### src/rtl/mfp_ahb_buzzer_seq.sv
// mfp_ahb_buzzer_seq: note sequencer for the buzzer.
// Software queues {note, duration_ms} entries in a small FIFO; on start the
// entries are played in order, each followed by a muted articulation gap.
// note_out feeds the buzzer's note-select input (0 = mute, 1..7 = do..xi).
module mfp_ahb_buzzer_seq #(
   parameter int TICK_DIV   = 50000,
   parameter int GAP_MS     = 20,
   parameter int DEPTH_LOG2 = 3
) (
   input  logic                  clk,
   input  logic                  resetn,
   input  logic                  wr_en,
   input  logic [14:0]           wr_data,
   input  logic                  start,
   input  logic                  stop,
   input  logic                  flush,
   output logic [2:0]            note_out,
   output logic                  busy,
   output logic                  done,
   output logic [DEPTH_LOG2:0]   fifo_count,
   output logic                  full,
   output logic                  ovf
);

   localparam int DEPTH = 1 << DEPTH_LOG2;
   localparam int TW    = (TICK_DIV > 2) ? $clog2(TICK_DIV) : 1;
   localparam int GW    = (GAP_MS > 1) ? $clog2(GAP_MS + 1) : 1;
   localparam logic [TW-1:0] TICK_MAX = TW'(TICK_DIV - 1);
   localparam logic [GW-1:0] GAP_LOAD = GW'(GAP_MS);

   typedef enum logic [1:0] {IDLE, LOAD, PLAY, GAP} state_t;

   state_t                state, next_state;
   logic [14:0]           mem [DEPTH];
   logic [DEPTH_LOG2-1:0] wr_ptr, rd_ptr;
   logic [14:0]           head;
   logic                  push, pop, fifo_empty;
   logic [TW-1:0]         tick_cnt;
   logic                  ms_tick, tick_run;
   logic [2:0]            note_reg;
   logic [11:0]           dur_cnt;
   logic [GW-1:0]         gap_cnt;
   logic                  done_next;
   logic [2:0]            note_next;

   assign head       = mem[rd_ptr];
   assign fifo_empty = (fifo_count == '0);
   assign full       = (fifo_count == {1'b1, {DEPTH_LOG2{1'b0}}});
   assign push       = wr_en && !full;
   assign pop        = (state == LOAD) && !fifo_empty;
   assign busy       = (state != IDLE);
   assign ms_tick    = ((state == PLAY) || (state == GAP)) && (tick_cnt == TICK_MAX);
   assign tick_run   = ((state == PLAY) || (state == GAP)) && (next_state == state);

   // FIFO storage; contents need no reset because the pointers define validity
   always_ff @(posedge clk) begin
      if (push && !flush) begin
         mem[wr_ptr] <= wr_data;
      end
   end

   // FIFO pointers, occupancy and sticky overflow; flush overrides push and pop
   always_ff @(posedge clk or negedge resetn) begin
      if (!resetn) begin
         wr_ptr     <= '0;
         rd_ptr     <= '0;
         fifo_count <= '0;
         ovf        <= 1'b0;
      end else if (flush) begin
         wr_ptr     <= '0;
         rd_ptr     <= '0;
         fifo_count <= '0;
         ovf        <= 1'b0;
      end else begin
         if (push) begin
            wr_ptr <= wr_ptr + DEPTH_LOG2'(1);
         end
         if (pop) begin
            rd_ptr <= rd_ptr + DEPTH_LOG2'(1);
         end
         if (push && !pop) begin
            fifo_count <= fifo_count + (DEPTH_LOG2+1)'(1);
         end else if (!push && pop) begin
            fifo_count <= fifo_count - (DEPTH_LOG2+1)'(1);
         end
         if (wr_en && full) begin
            ovf <= 1'b1;
         end
      end
   end

   // Next-state, done pulse and next buzzer code; stop overrides every state
   always_comb begin
      next_state = state;
      done_next  = 1'b0;
      note_next  = 3'd0;
      if (stop) begin
         next_state = IDLE;
      end else begin
         case (state)
            IDLE: begin
               if (start && !fifo_empty) begin
                  next_state = LOAD;
               end
            end
            LOAD: begin
               if (fifo_empty) begin
                  next_state = IDLE;
                  done_next  = 1'b1;
               end else if (head[11:0] == 12'd0) begin
                  if (fifo_count > (DEPTH_LOG2+1)'(1)) begin
                     next_state = LOAD;
                  end else begin
                     next_state = IDLE;
                     done_next  = 1'b1;
                  end
               end else begin
                  next_state = PLAY;
               end
            end
            PLAY: begin
               if (ms_tick && (dur_cnt == 12'd1)) begin
                  if (GAP_MS > 0) begin
                     next_state = GAP;
                  end else if (!fifo_empty) begin
                     next_state = LOAD;
                  end else begin
                     next_state = IDLE;
                     done_next  = 1'b1;
                  end
               end
            end
            GAP: begin
               if (ms_tick && (gap_cnt == GW'(1))) begin
                  if (!fifo_empty) begin
                     next_state = LOAD;
                  end else begin
                     next_state = IDLE;
                     done_next  = 1'b1;
                  end
               end
            end
            default: next_state = IDLE;
         endcase
      end
      if (next_state == PLAY) begin
         note_next = (state == LOAD) ? head[14:12] : note_reg;
      end
   end

   // State register, registered outputs, ms prescaler and note/gap counters
   always_ff @(posedge clk or negedge resetn) begin
      if (!resetn) begin
         state    <= IDLE;
         done     <= 1'b0;
         note_out <= 3'd0;
         tick_cnt <= '0;
         note_reg <= 3'd0;
         dur_cnt  <= 12'd0;
         gap_cnt  <= '0;
      end else begin
         state    <= next_state;
         done     <= done_next;
         note_out <= note_next;
         tick_cnt <= (tick_run && !ms_tick) ? tick_cnt + TW'(1) : '0;
         if (stop) begin
            dur_cnt <= 12'd0;
            gap_cnt <= '0;
         end else begin
            if (pop) begin
               note_reg <= head[14:12];
               dur_cnt  <= head[11:0];
            end else if ((state == PLAY) && ms_tick) begin
               dur_cnt <= dur_cnt - 12'd1;
            end
            if ((state == PLAY) && (next_state == GAP)) begin
               gap_cnt <= GAP_LOAD;
            end else if ((state == GAP) && ms_tick) begin
               gap_cnt <= gap_cnt - GW'(1);
            end
         end
      end
   end

endmodule

### config.mk
export PLATFORM = sky130hd
export DESIGN_NAME = mfp_ahb_buzzer_seq
export DESIGN_NICKNAME = d
export VERILOG_FILES = /design/src/rtl/mfp_ahb_buzzer_seq.sv
export SDC_FILE = /design/constraint.sdc
export NUM_CORES = 1
export LEC_CHECK = 0
export BUFFER_PORTS_ARGS = -buffer_cell sky130_fd_sc_hd__buf_2
export CAP_MARGIN = 20
export CORE_UTILIZATION = 45
export CTS_CLUSTER_DIAMETER = 50
export DETAILED_ROUTE_END_ITERATION = 7
export GPL_TIMING_DRIVEN = 0
export PLACE_DENSITY = 0.72
export SETUP_SLACK_MARGIN = 0.1
export SLEW_MARGIN = 10
export SYNTH_ARGS = -nofsm -noshare
export SYNTH_HDL_FRONTEND = slang
export SYNTH_SLANG_ARGS = --single-unit
### constraint.sdc
create_clock -name clk -period 7.8 [get_ports clk]
set_input_delay 0.39 -clock clk [delete_from_list [all_inputs] [get_ports clk]]
set_output_delay 0.39 -clock clk [all_outputs]
set_load 0.02 [all_outputs]
==> After elaboration in Yosys (flattened, before gate mapping) <==
Memories as Yosys holds them, arrays and structs flattened.
Cells that the tools add are included.
{ "word_totals": {"regBits": 53, "memories": 1, "ramBits": 120, "output_inout_bits": 11} }
{ "op_classes": {"addsub": 7, "mux": 36, "eq_ne": 10, "n_lt_le_gt_ge": 1, "n_bitwise": 1, "n_reduce_logical": 33} }
{ "mem_list": {"columns": ["memory", "depth", "width", "rd", "rd_clocked_by_memory_dff", "write_ports", "line", "source"], "rows": [
  ["mem", 8, 15, 1, 0, 1, "34", "logic [14:0] mem [DEPTH];"]
]} }
{ "op_table": {"columns": ["op", "count"], "rows": [
  ["2-to-1 mux 12 bit", 3],
  ["2-to-1 mux 3 bit", 6],
  ["adder 16 x 1 -> 16 bit, second input constant", 1],
  ["== test 16 bit, second input constant", 1],
  ["2-to-1 mux 16 bit", 1],
  ["logical AND 1 bit", 15],
  ["2-to-1 mux 5 bit", 3],
  ["== test 12 x 1 -> 1 bit, second input constant", 1],
  ["zero test 12 bit", 1],
  ["2-to-1 mux 1 bit", 12],
  ["2-to-1 mux 2 bit", 6],
  ["2-to-1 mux 4 bit", 3],
  ["subtractor 12 x 1 -> 12 bit, second input constant", 1],
  ["nonzero test 3 bit", 3],
  ["== test 2 bit, second input constant", 4],
  ["one-hot mux 2 bit (4 select lines)", 1],
  ["nonzero test 2 bit", 4],
  ["adder 3 x 1 -> 3 bit, second input constant", 2],
  ["zero test 1 bit", 6],
  ["== test 5 x 1 -> 1 bit, second input constant", 1],
  ["subtractor 5 x 1 -> 5 bit, second input constant", 1],
  ["adder 4 x 1 -> 4 bit, second input constant", 1],
  ["== test 4 bit, second input constant", 1],
  ["> comparator 4 x 1 -> 1 bit, second input constant", 1],
  ["other kinds (9)", 9]
]} }

==> Depth between registers and ports, before layout <==
{ "depth": {"ltp_word": 11, "ltp_mapped": 9} }

==> Worst setup path after synthesis <==
Ideal clock, no wire load.
{ "synth_timing": {"path_kind": "flip-flop to flip-flop", "startpoint": "reg rd_ptr[1]", "endpoint": "reg done", "path_stages_with_launch": 9, "path_slack_ns": 4.742, "required_time_ns": 7.689, "arrival_ns": 2.946, "path_buffers": 3, "cell_sequence": "dfrtp_1 > clkbuf_1 > clkbuf_1 > clkbuf_1 > mux4_1 > mux2_2 > or4_4 > or3_1 > a2111oi_2"} }
{ "synth_between": {"elab_chain_len": 6} }
{ "synth_rtl": {"columns": ["item", "line", "source"], "rows": [
  ["start, declared", "35", "logic [DEPTH_LOG2-1:0] wr_ptr, rd_ptr;"],
  ["start signal, assigned", "79", "rd_ptr <= rd_ptr + DEPTH_LOG2'(1);"],
  ["memory (8 x 15 bit)", null, null],
  ["zero test 12 bit", "110", "end else if (head[11:0] == 12'd0) begin"],
  ["2-to-1 mux 1 bit", "110", null],
  ["2-to-1 mux 1 bit", "107", "if (fifo_empty) begin"],
  ["one-hot mux 1 bit (2 select lines)", "100", "case (state)"],
  ["2-to-1 mux 1 bit", "97", "if (stop) begin"],
  ["named net done_next", "43", "logic done_next;"],
  ["end signal, assigned", "163", "done <= done_next;"],
  ["end, declared", "19", "output logic done,"]
]} }
The timed path passes the listed nets, and every way through them passes these cells.
A chain may end at the register's enable or synchronous reset.

==> Final worst setup path <==
Same ends and word-level chain as after synthesis.

==> flow_metrics.tcl <==
set metrics [dict create \
    reg.largest.list "mem: 120 flops, tick_cnt: 16 flops, dur_cnt: 12 flops" \
    overflow 0 \
    worstPathArrival_ps 4050 \
    crit_slowest_cell "clkbuf_1" \
    p_leak_nw 3.171 \
    fin_crit_ps 3727 \
    power_frac_clock 0.375 \
    largest_reg_flops 120 \
    power_frac_comb 0.170 \
    async_reset_ff_frac 0.3064 \
    synth_edf_count 120 \
    critPathCaptureType "register" \
    dp_slack_ps 4029 \
    antenna_left 0 \
    seqPwrFrac 0.455 \
    drc 0 \
    tns_ps 0 \
    p_switching_mw 0.6533 \
    grt_pass1_wl_um 23690 \
    dp_hpwl_um 10110 \
    yosysWarningCount 0 \
    grt_use_met3 0.04784 \
    synth_top_cell_area_share 0.4791 \
    power.total_mw 2.353 \
    status "finished clean" \
    worstSetupStartpoint "rd_ptr[1]" \
    ys_ff_latch 173 \
    postSynthCellCount 506 \
    postLayoutSetupSlackWorst_ps 4073 \
    hp-class "in2reg" \
    p_int_mw 1.700 \
    firstDrtPassIters 4 \
    slew_headroom 0.4361 \
    path_max_fanout 10 \
    synth.area.top_cells "edfxtp_1 48%, dfrtp_1 18%, mux4_1 7.7%" \
    areaGrowthSynthToFinish_pct 16.15 \
    track_usage 0.1825 \
    cts.sinks 173 \
    p_per_area_mw_per_mm2 269.4 \
    fillers 1285 \
    setup_violations 0 \
    post-route-period-util 0.4778 \
    final_hold_viol_count 0 \
    wl_per_cell_um 18.41 \
    routed_via_density 5.440 \
    met1_usage 0.2207 \
    worst_slew_pin_slew_ps 841.3 \
    ctsResizeCount 0 \
    switching_share 0.2776 \
    synth_nets 537 \
    yosysTopAreaCell "edfxtp_1" \
    die_w_um 131.3 \
    final_net_count 598 \
    cts_tree "yes" \
    slew_viol_final 0 \
    hold_path_startpoint "flush" \
    gp_congestion 0.8161 \
    syn-cell-area_mm2 0.007521 \
    cts_hold_buf 1 \
    root_buffer "clkbuf_16" \
    cts_max_level 4 \
    cts_buffer_depth 2 \
    clkTransAtPathRegs_ps 70 \
    floorplan.rows 46 \
    coreArea_mm2 0.01612 \
    wirelength_um 14650 \
    busiest_layer "met2" \
    synth_ff_type "edfxtp_1" \
    diodes 0 \
    rsz0062_at_grt "false" \
    grt_start_max_net_pins 33 \
    die_h_um 131.3 \
    vias 4330 \
    die_area_mm2 0.01723 \
    r2r-start "rd_ptr[1]" \
    skew_ps 9.617 \
    drv_cap 0 \
    ir_worst_vdd_mv 0.2303 \
    io_buffer_count 31 \
    max_freq_mhz 268.3 \
    cp_common_cell "clkbuf_1" \
    antenna_found_initial 0 \
    drt_iter0_markers 295 \
    boundaryPins 32 \
    yosysMostFrequentCell "edfxtp_1" \
    clk_latency_ps 430 \
    cp_cell_sequence "clkbuf_1 -> clkbuf_1 -> clkbuf_1 -> mux4_1 -> mux2_2 -> or4_4 -> or3_1 -> a2111oi_2" \
    synth_commonest_cells "120 x edfxtp_1, 64 x nor2_1, 53 x dfrtp_1" \
    ys_seq_area_frac 0.6555 \
    cts_setup_buffers 0 \
    grt_pass1_vias 4511 \
    post_synth_num_cell_types 44 \
    regMostFlops "mem" \
    crit_type "reg2reg" \
    syn_area_per_cell_um2 14.86 \
    numCtsBuffers 17 \
    drive_above_1_share 0.1810 \
    grt_util_met2 0.3162 \
    cp-start-kind "register" \
    start_util 0.4667 \
    cpPeakStageDelay_ps 530 \
    crit_required_ps 8120 \
]
==> final timing paths <==
| kind | depth (start not counted) | to | slack (ps) |
|---|---|---|---|
| min | 2 | fifo_count[1] | 180 |
| max reg2reg | 8 | done | 4070 |
| max in group asynchronous | 3 | dur_cnt[8] | 6780 |
| min reg2reg | 1 | tick_cnt[0] | 460 |
| max | 8 | done | 4070 |
| min in group asynchronous | 2 | tick_cnt[8] | 470 |
==> metal layers <==
| metal | wire [um] | vias up |
|---|---|---|
| li1 | - | 2045 |
| met1 | 6197 | 2192 |
| met2 | 7612 | 81 |
| met3 | 703 | 12 |
| met4 | 140 | 0 |
| met5 | 0 | - |
==> power by group through the flow <==
stage          sequential (mW)  clock (mW)  combinational [mW]
4_1_cts                   1.07       0.896               0.404
3_5_place_dp              1.09           0               0.400
2_1_floorplan             1.09           0               0.285
6_report                  1.07       0.881               0.401
3_3_place_gp              1.09           0               0.383
5_1_grt                   1.08       0.935               0.445
==> cell families after synthesis <==
group                      Yosys count  share of synthesized area
xor gates and xnor gates            32                    0.03727
adders and majority gates           10                    0.01664
muxes                               49                     0.1246
AOI/OAI and AO/OA                   42                    0.03627
buffers and inverters               35                    0.02296
and+or+nand+nor                    165                     0.1068
DFF                                173                     0.6555
==> worst max-delay path, delay by kind of cell, from the launching register on <==
| family | cells | cell delay [ps] |
|---|---|---|
| simple gates | 2 | 820 |
| flops | 1 | 370 |
| mux | 2 | 710 |
| compound gates | 1 | 370 |
| buf+inv | 3 | 1340 |
==> final cells by class <==
type / instances / area [um2] / area share
sequential: 173 / 4930 / 0.5643
multi-input combinational: 298 / 2444 / 0.2797
clock buffer: 17 / 425.4 / 0.04870
timing repair buffer: 42 / 294.0 / 0.03366
tap: 216 / 270.3 / 0.03094
clock inverter: 15 / 200.2 / 0.02292
buffer: 21 / 120.1 / 0.01375
inverter: 14 / 52.55 / 0.006015
==> per-stage QoR <==
step,cell area (um2),cells,util,hold slack (ps)
3_5_place_dp,8100,763,0.5026,397.4
2_1_floorplan,7521,506,-,94.41
4_1_cts,8736,796,0.5421,161.5
6_report,8736,796,0.5421,175.0
5_1_grt,8736,796,0.5421,172.4
3_3_place_gp,7946,753,0.4931,444.1
==> cell usage in the layout, fill, tap and decap left out, types with 4 or more instances in the layout <==
| master | instances |
|---|---|
| nor2_2 | 6 |
| edfxtp_1 | 120 |
| ha_1 | 10 |
| nor4_1 | 7 |
| clkbuf_1 | 16 |
| or4_1 | 4 |
| nor2b_1 | 5 |
| mux4_2 | 6 |
| nand2_1 | 22 |
| xnor2_1 | 19 |
| nand4_1 | 4 |
| mux2i_1 | 10 |
| nand2b_1 | 5 |
| a21oi_1 | 15 |
| clkbuf_16 | 17 |
| and3_1 | 6 |
| a22oi_1 | 4 |
| buf_6 | 6 |
| a211oi_1 | 10 |
| nor3_1 | 17 |
| inv_6 | 4 |
| dfrtp_1 | 53 |
| buf_2 | 32 |
| inv_1 | 14 |
| o21ai_0 | 5 |
| mux4_1 | 22 |
| xor2_1 | 13 |
| nor2_1 | 58 |
| nand3_1 | 13 |
| mux2_2 | 11 |
| or3_1 | 7 |
No activity file was read; power rests on OpenSTA's default activity.
